File: src/rtl/de2_70_cpu_oci_trace_capture.sv
// On-chip trace capture buffer for the CPU OCI debug path.
// Trace words are captured into a DEPTH-entry circular buffer while armed.
// When full, the buffer either drops new words or overwrites the oldest one.
// On test_ending it freezes and drains oldest-first through a valid/ready port,
// then raises test_has_ended until the next arm or reset.
module de2_70_cpu_oci_trace_capture #(
  parameter int DATA_W = 30,
  parameter int DEPTH  = 16,
  parameter int MODE   = 0,
  localparam int CNT_W = $clog2(DEPTH + 1)
) (
  input  logic              clk,
  input  logic              reset_n,
  input  logic              arm,
  input  logic              trc_valid,
  input  logic [DATA_W-1:0] trc_data,
  input  logic              test_ending,
  input  logic              rd_ready,
  output logic              rd_valid,
  output logic [DATA_W-1:0] rd_data,
  output logic [CNT_W-1:0]  trc_count,
  output logic              overflow,
  output logic              test_has_ended,
  output logic [1:0]        state
);

  localparam int PTR_W = $clog2(DEPTH);

  localparam logic [1:0] ST_IDLE    = 2'd0;
  localparam logic [1:0] ST_CAPTURE = 2'd1;
  localparam logic [1:0] ST_DRAIN   = 2'd2;
  localparam logic [1:0] ST_DONE    = 2'd3;

  logic [DATA_W-1:0] mem [DEPTH];
  logic [PTR_W-1:0]  wr_ptr;
  logic [PTR_W-1:0]  rd_ptr;
  logic              full;
  logic              mem_we;

  // Buffer is full when it holds DEPTH words; a write lands in memory unless
  // the buffer is full and stop policy discards it. arm outranks any write.
  always_comb begin
    full   = (trc_count == CNT_W'(DEPTH));
    mem_we = (state == ST_CAPTURE) && !arm && trc_valid && (!full || (MODE != 0));
  end

  // Read port shows the oldest unread word only while draining a non-empty buffer.
  always_comb begin
    rd_valid = (state == ST_DRAIN) && (trc_count != '0);
    rd_data  = rd_valid ? mem[rd_ptr] : '0;
  end

  // Trace storage is left unreset; only the pointers and count define its contents.
  always_ff @(posedge clk) begin
    if (mem_we) begin
      mem[wr_ptr] <= trc_data;
    end
  end

  // Control: arm restarts capture from any state, otherwise capture words until
  // test_ending, then drain one word per accepted handshake until empty.
  always_ff @(posedge clk or negedge reset_n) begin
    if (!reset_n) begin
      state          <= ST_IDLE;
      wr_ptr         <= '0;
      rd_ptr         <= '0;
      trc_count      <= '0;
      overflow       <= 1'b0;
      test_has_ended <= 1'b0;
    end else if (arm) begin
      state          <= ST_CAPTURE;
      wr_ptr         <= '0;
      rd_ptr         <= '0;
      trc_count      <= '0;
      overflow       <= 1'b0;
      test_has_ended <= 1'b0;
    end else begin
      case (state)
        ST_CAPTURE: begin
          if (trc_valid) begin
            if (!full) begin
              wr_ptr    <= wr_ptr + PTR_W'(1);
              trc_count <= trc_count + CNT_W'(1);
            end else begin
              overflow <= 1'b1;
              if (MODE != 0) begin
                wr_ptr <= wr_ptr + PTR_W'(1);
                rd_ptr <= rd_ptr + PTR_W'(1);
              end
            end
          end
          if (test_ending) begin
            state <= ST_DRAIN;
          end
        end
        ST_DRAIN: begin
          if (trc_count == '0) begin
            state          <= ST_DONE;
            test_has_ended <= 1'b1;
          end else if (rd_ready) begin
            rd_ptr    <= rd_ptr + PTR_W'(1);
            trc_count <= trc_count - CNT_W'(1);
            if (trc_count == CNT_W'(1)) begin
              state          <= ST_DONE;
              test_has_ended <= 1'b1;
            end
          end
        end
        default: begin
        end
      endcase
    end
  end

endmodule

File: config.mk
export PLATFORM = sky130hd
export DESIGN_NAME = de2_70_cpu_oci_trace_capture
export DESIGN_NICKNAME = d
export VERILOG_FILES = /design/src/rtl/de2_70_cpu_oci_trace_capture.sv
export SDC_FILE = /design/constraint.sdc
export NUM_CORES = 1
export LEC_CHECK = 0
export ABC_CLOCK_PERIOD_IN_PS = 3830
export CORE_ASPECT_RATIO = 1.2
export CORE_MARGIN = 2
export CORE_UTILIZATION = 40
export CTS_CLUSTER_DIAMETER = 30
export DETAILED_ROUTE_END_ITERATION = 8
export SYNTH_ARGS = -nofsm -noshare
export SYNTH_HDL_FRONTEND = slang
export SYNTH_SLANG_ARGS = --single-unit
File: constraint.sdc
create_clock -name clk -period 3.83 [get_ports clk]
set_input_delay 0.766 -clock clk [delete_from_list [all_inputs] [get_ports clk]]
set_output_delay 0.766 -clock clk [all_outputs]
set_load 0.01 [all_outputs]
==> After elaboration in Yosys (flattened, before gate mapping) <==
Memory sizes are Yosys's and may differ from the RTL's.
Cells that the tools add are included.
{ "op_classes": {"mux": 32, "n_shift": 0, "eq_ne": 13, "bitwise": 0, "div": 0, "reduce_logical": 22, "add_sub_neg": 4, "order_cmp": 0, "mul": 0} }
{ "op_table": {"columns": ["cell", "count"], "rows": [
  ["2-to-1 mux 4 bit", 8],
  ["2-to-1 mux 30 bit", 1],
  ["2-to-1 mux 5 bit", 5],
  ["inequality test 3 bit (second input constant)", 5],
  ["AND reduction 3 bit", 4],
  ["2-to-1 mux 1 bit", 11],
  ["2-to-1 mux 2 bit", 5],
  ["case mux 5 bit (2 select lines)", 1],
  ["nonzero test 2 bit", 5],
  ["nonzero test 3 bit", 3],
  ["adder 4 x 1 -> 4 bit (second input constant)", 2],
  ["adder 5 x 1 -> 5 bit (second input constant)", 1],
  ["== test 5 x 1 -> 1 bit (second input constant)", 1],
  ["== test 5 bit (second input constant)", 1],
  ["zero test 5 bit", 1],
  ["AND reduction 5 bit", 1],
  ["nonzero test 5 bit", 1],
  ["subtractor 5 x 1 -> 5 bit (second input constant)", 1],
  ["logical AND 1 bit", 4],
  ["inequality test 2 bit (second input constant)", 2],
  ["inequality test 4 x 2 -> 1 bit (second input constant)", 1],
  ["inequality test 4 x 3 -> 1 bit (second input constant)", 1],
  ["case mux 2 bit (2 select lines)", 1],
  ["AND reduction 4 bit", 1],
  ["3 further kinds", 4]
]} }
{ "word_totals": {"rom_bits": 0, "mem_bits_rw": 480, "elab_cells": 78, "memories": 1, "register_bits": 17, "latch_bits": 0} }
{ "memory_table": {"columns": ["memory", "depth", "width", "rd", "rd_ports_with_merged_regs", "write_ports", "line_no", "text"], "rows": [
  ["mem", 16, 30, 1, 0, 1, "34", "logic [DATA_W-1:0] mem [DEPTH];"]
]} }

==> Longest topological paths before layout <==
{ "depth": {"ltp_word": 6, "mapped_depth": 8, "mapped_depth_nobuf": 6} }

==> Worst setup path before layout <==
OpenSTA, ideal clock, no wires.
{ "synth_timing": {"kind": "reg-to-reg", "startpoint": "register trc_count[0]", "endpoint": "memory mem[11][0] (enable)", "synth_period_minus_slack_ns": 3.242, "required_ns": 3.413, "setup_ns": 0.417, "setup_slack_ns": 0.588, "stages_incl_launch_ff": 8, "t_arrival_ns": 2.825, "path_cell_list": "dfrtp_1 -> inv_1 -> ha_1 -> nor4bb_1 -> buf_2 -> nor4_1 -> nand2_1 -> nor2_1"} }
{ "synth_between": {"elab_chain_len": 5} }
{ "synth_rtl": {"columns": ["element", "line_no", "text"], "rows": [
  ["start, declared", "21", "output logic [CNT_W-1:0] trc_count,"],
  ["start signal, assigned", "83", "trc_count <= trc_count + CNT_W'(1);"],
  ["start signal, assigned", "102", "trc_count <= trc_count - CNT_W'(1);"],
  ["== test 5 bit", "43", "full = (trc_count == CNT_W'(DEPTH));"],
  ["zero test 1 bit", null, null],
  ["logical AND 1 bit", "44", "mem_we = (state == ST_CAPTURE) && !arm && trc_valid && (!full || (MODE != 0));"],
  ["2-to-1 mux 1 bit", "55", "if (mem_we) begin"],
  ["2-to-1 mux 1 bit (implied by the code)", "56", "mem[wr_ptr] <= trc_data;"],
  ["end, declared", "34", null]
]} }
No other way between the ends.

==> Worst setup path in the final report <==
{ "layout_timing": {"startpoint": "register rd_ptr[0]", "endpoint": "output port rd_data[24]"} }
{ "layout_between": {"elab_chain_len": 2} }
{ "layout_rtl": {"columns": ["element", "line_no", "text"], "rows": [
  ["start, declared", "36", "logic [PTR_W-1:0] rd_ptr;"],
  ["start signal, assigned", "88", "rd_ptr <= rd_ptr + PTR_W'(1);"],
  ["start signal, assigned", "101", "rd_ptr <= rd_ptr + PTR_W'(1);"],
  ["memory (16 x 30 bit)", null, null],
  ["2-to-1 mux 30 bit", "50", "rd_data = rd_valid ? mem[rd_ptr] : '0;"],
  ["end, declared", "20", "output logic [DATA_W-1:0] rd_data,"]
]} }
No other way between the ends.

==> run metrics <==
Area Growth Syn to Fin=27.6%; Post-Place Cells=1597; crit path cell chain=buf_12 -> buf_4 -> mux4_2 -> mux2_2 -> a22oi_2 -> nand2_1 -> clkdlybuf4s50_1; Core Area=47900 sq um; Critical Path Fanout Max=6; Synth Flop Type=edfxtp_1; Synth Area per Inst=21.6 sq um; CTS H-tree lvls=3; DR vias=9482; clk buf depth=3; Commonest cells post-synth=edfxtp_1 (480), mux4_2 (120), nand2_1 (64); Slew @ Worst Pin=849 ps; max cap viols=0; Synth cell types=43; clock latency on the worst-skew pair=620 ps; Fin Setup TNS=0 ps; Cell Area, Placed=21300 sq um; Die ar.=~50000 sq um; Setup crit start kind=register; Post-DRT Antenna Nets=0; Mapped Area=19300 sq um; Synthesized Nets=937; sequential share of the synthesized area=0.769; dominant cell type by area after synthesis=edfxtp_1; cell area power density=566 nW/um^2; Cell Rows=88; clock skew=roughly 19 ps; per-cell routed wire length=24.1 um; routability cong.=0.721; number of global-route vias before repair=10.0k; largest family of logic cells by synthesized area=multiplexers; Total Power=14.0 mW; top-area cell type share of the netlist area=0.747; initial drt markers=~580; Synth Area in Compound Gates=0.0171; total CTS buffers=83; layout cells sized above 1=0.351; die height=between 200 and 250 um; crit path DAT=2960 ps; Detailed Routing Iterations Pass 1=5; post-synthesis simple-gate area fraction=0.0325; Crit Path Category=register to output port; min cycle time layout=3730 ps; initial antenna violation count=2; Die Span X=~200 um; Hold Fails Final Rpt=0; Worst EP required=3060 ps; worst min path class=register to register; status=finished clean; Util after Layout=0.514; Area contributors post-synth=edfxtp_1 (75%), mux4_2 (14%), dfrtp_1 (2.2%); slew margin rel.=0.432; Worst setup EP type=output port; DRC viols=0; Antenna Cells=0; post-detail-place hpwl=22.9 mm; Peak supply drop=~0.35 mV; most common cell in the netlist=edfxtp_1; TritonCTS clock tree=built; register bit total from synthesis=497; number of nets in the layout=1117; I/O pin count=76; Slowest cell on crit path=mux4_2; Post-Synth XOR/XNOR Area=0.00318; RSZ-0062 raised after global routing=no; Synthesis Warnings=0; Buffers on Ports=75; first-pass GRT wire length=63.7 mm; final slew viol count=0; Initial Util=0.403; GRT Resource Usage Total=0.175; Root Driver=clkbuf_16; Final period util=0.974; Vias/cell=5.35; Leak=8.21 nW; Register-to-Register Path Depth=9; adder-cell share of the synthesized area=0.00519; design area=24600 sq um; Worst-path clk slew=50 ps; clk sinks=between 400 and 500; fill cell count=between 3k and 4k; Finish-stage setup viols=0; fraction of registers with async set/reset=0.0342; final WL=roughly 43 mm; largest net degree at the start of global routing=32; grt ovf=0; Syn Inst Count=893; worst hold stages=2; final std cells w/o fill=1773; mux cell area share after synthesis=0.160; fmax=268 MHz; max incr delay on CP=490 ps; Post-synth EDFFs=between 400 and 500
-- power breakdown --
group,internal [mW],switching [mW]
sequential,6.01,0.0189
clock,4.83,2.74
combinational,0.162,0.198
-- layout make-up --
| type | count | area (sq um) | share of cell area |
|---|---|---|---|
| tap | 630 | 788 | 0.0320 |
| multi-input combinational | 344 | 4330 | 0.176 |
| timing repair buffer | 142 | 1740 | 0.0707 |
| inverter | 5 | 18.8 | 0.000762 |
| sequential | 497 | 14900 | 0.603 |
| clock inverter | 65 | 796 | 0.0323 |
| clock buffer | 90 | 2100 | 0.0854 |
-- path summary, 6_finish.rpt --
path	from	to	slack, ps
min reg2reg	overflow	overflow	490
max in group asynchronous	reset_n	rd_ptr[0]	2560
min in group asynchronous	reset_n	overflow	650
max	rd_ptr[0]	rd_data[24]	100
max reg2reg	trc_count[0]	mem[0][12]	1280
min	overflow	overflow	490
-- cell families (layout without fill, tap and decap cells) --
logic type / Yosys count / in the layout
buffers and inverters: 52 / 302
AO/OA/AOI/OAI: 47 / 47
flip-flops: 497 / 497
AND/OR/NAND/NOR: 128 / 128
adder cells (fa/ha/maj): 8 / 8
XOR/XNOR: 7 / 7
multiplexers: 154 / 154
-- registers in the layout, summed over array words and instances, names as in the netlist --
register,cells
wr_ptr,4
test_has_ended,1
state,2
overflow,1
mem,480
trc_count,5
rd_ptr,4
-- layer usage --
| metal | GRT usage | wire length [um] |
|---|---|---|
| met1 | 0.238 | 18600 |
| met2 | 0.282 | 21100 |
| met3 | 0.0324 | 1990 |
| met4 | 0.0682 | 1020 |
| met5 | 0 | 26 |
-- repair_timing --
item / in CTS / in global routing
gates cloned: 2 / 2
endpoints found under the setup margin: 30 / 20
hold buffers: 0 / 0
pin swaps: 0 / 2
resized for setup: 21 / 23
endpoints found under the hold margin: 0 / 0
setup buffers: 8 / 9
-- cells in the final DEF, fill, tap and decap left out, types with 5 or more instances in the layout --
cell type / netlist / final
edfxtp_1: 480 / 480
mux4_2: 120 / 120
clkbuf_16: 0 / 84
nand2_1: 64 / 64
clkdlybuf4s50_1: 0 / 54
mux2_2: 32 / 32
buf_4: 0 / 32
buf_12: 1 / 24
a22oi_1: 30 / 20
nor2_1: 17 / 16
clkinvlp_4: 0 / 13
inv_6: 0 / 13
and2_2: 0 / 12
dfrtp_1: 17 / 12
bufinv_16: 0 / 11
dlymetal6s2s_1: 0 / 11
a22oi_2: 0 / 10
dlygate4sd2_1: 0 / 10
a21oi_1: 8 / 8
clkinv_2: 0 / 8
ha_1: 8 / 7
clkinv_4: 0 / 7
clkbuf_1: 27 / 7
inv_1: 5 / 5
nor2b_1: 5 / 5
-- through the flow --
stage	setup slack, ps	hold slack, ps
6_report	100	490
5_1_grt	0.454	540
4_1_cts	8.33	496
3_5_place_dp	418	485
3_3_place_gp	426	479
2_1_floorplan	588	470
-- critical path: cells and delay by family (launching register included) --
family	cells	cell delay, ps
flip-flops	1	430
buffers and inverters	3	810
multiplexers	2	770
AND/OR/NAND/NOR	1	80
AO/OA/AOI/OAI	1	260
Note: power is estimated with default switching activity, not from simulation.
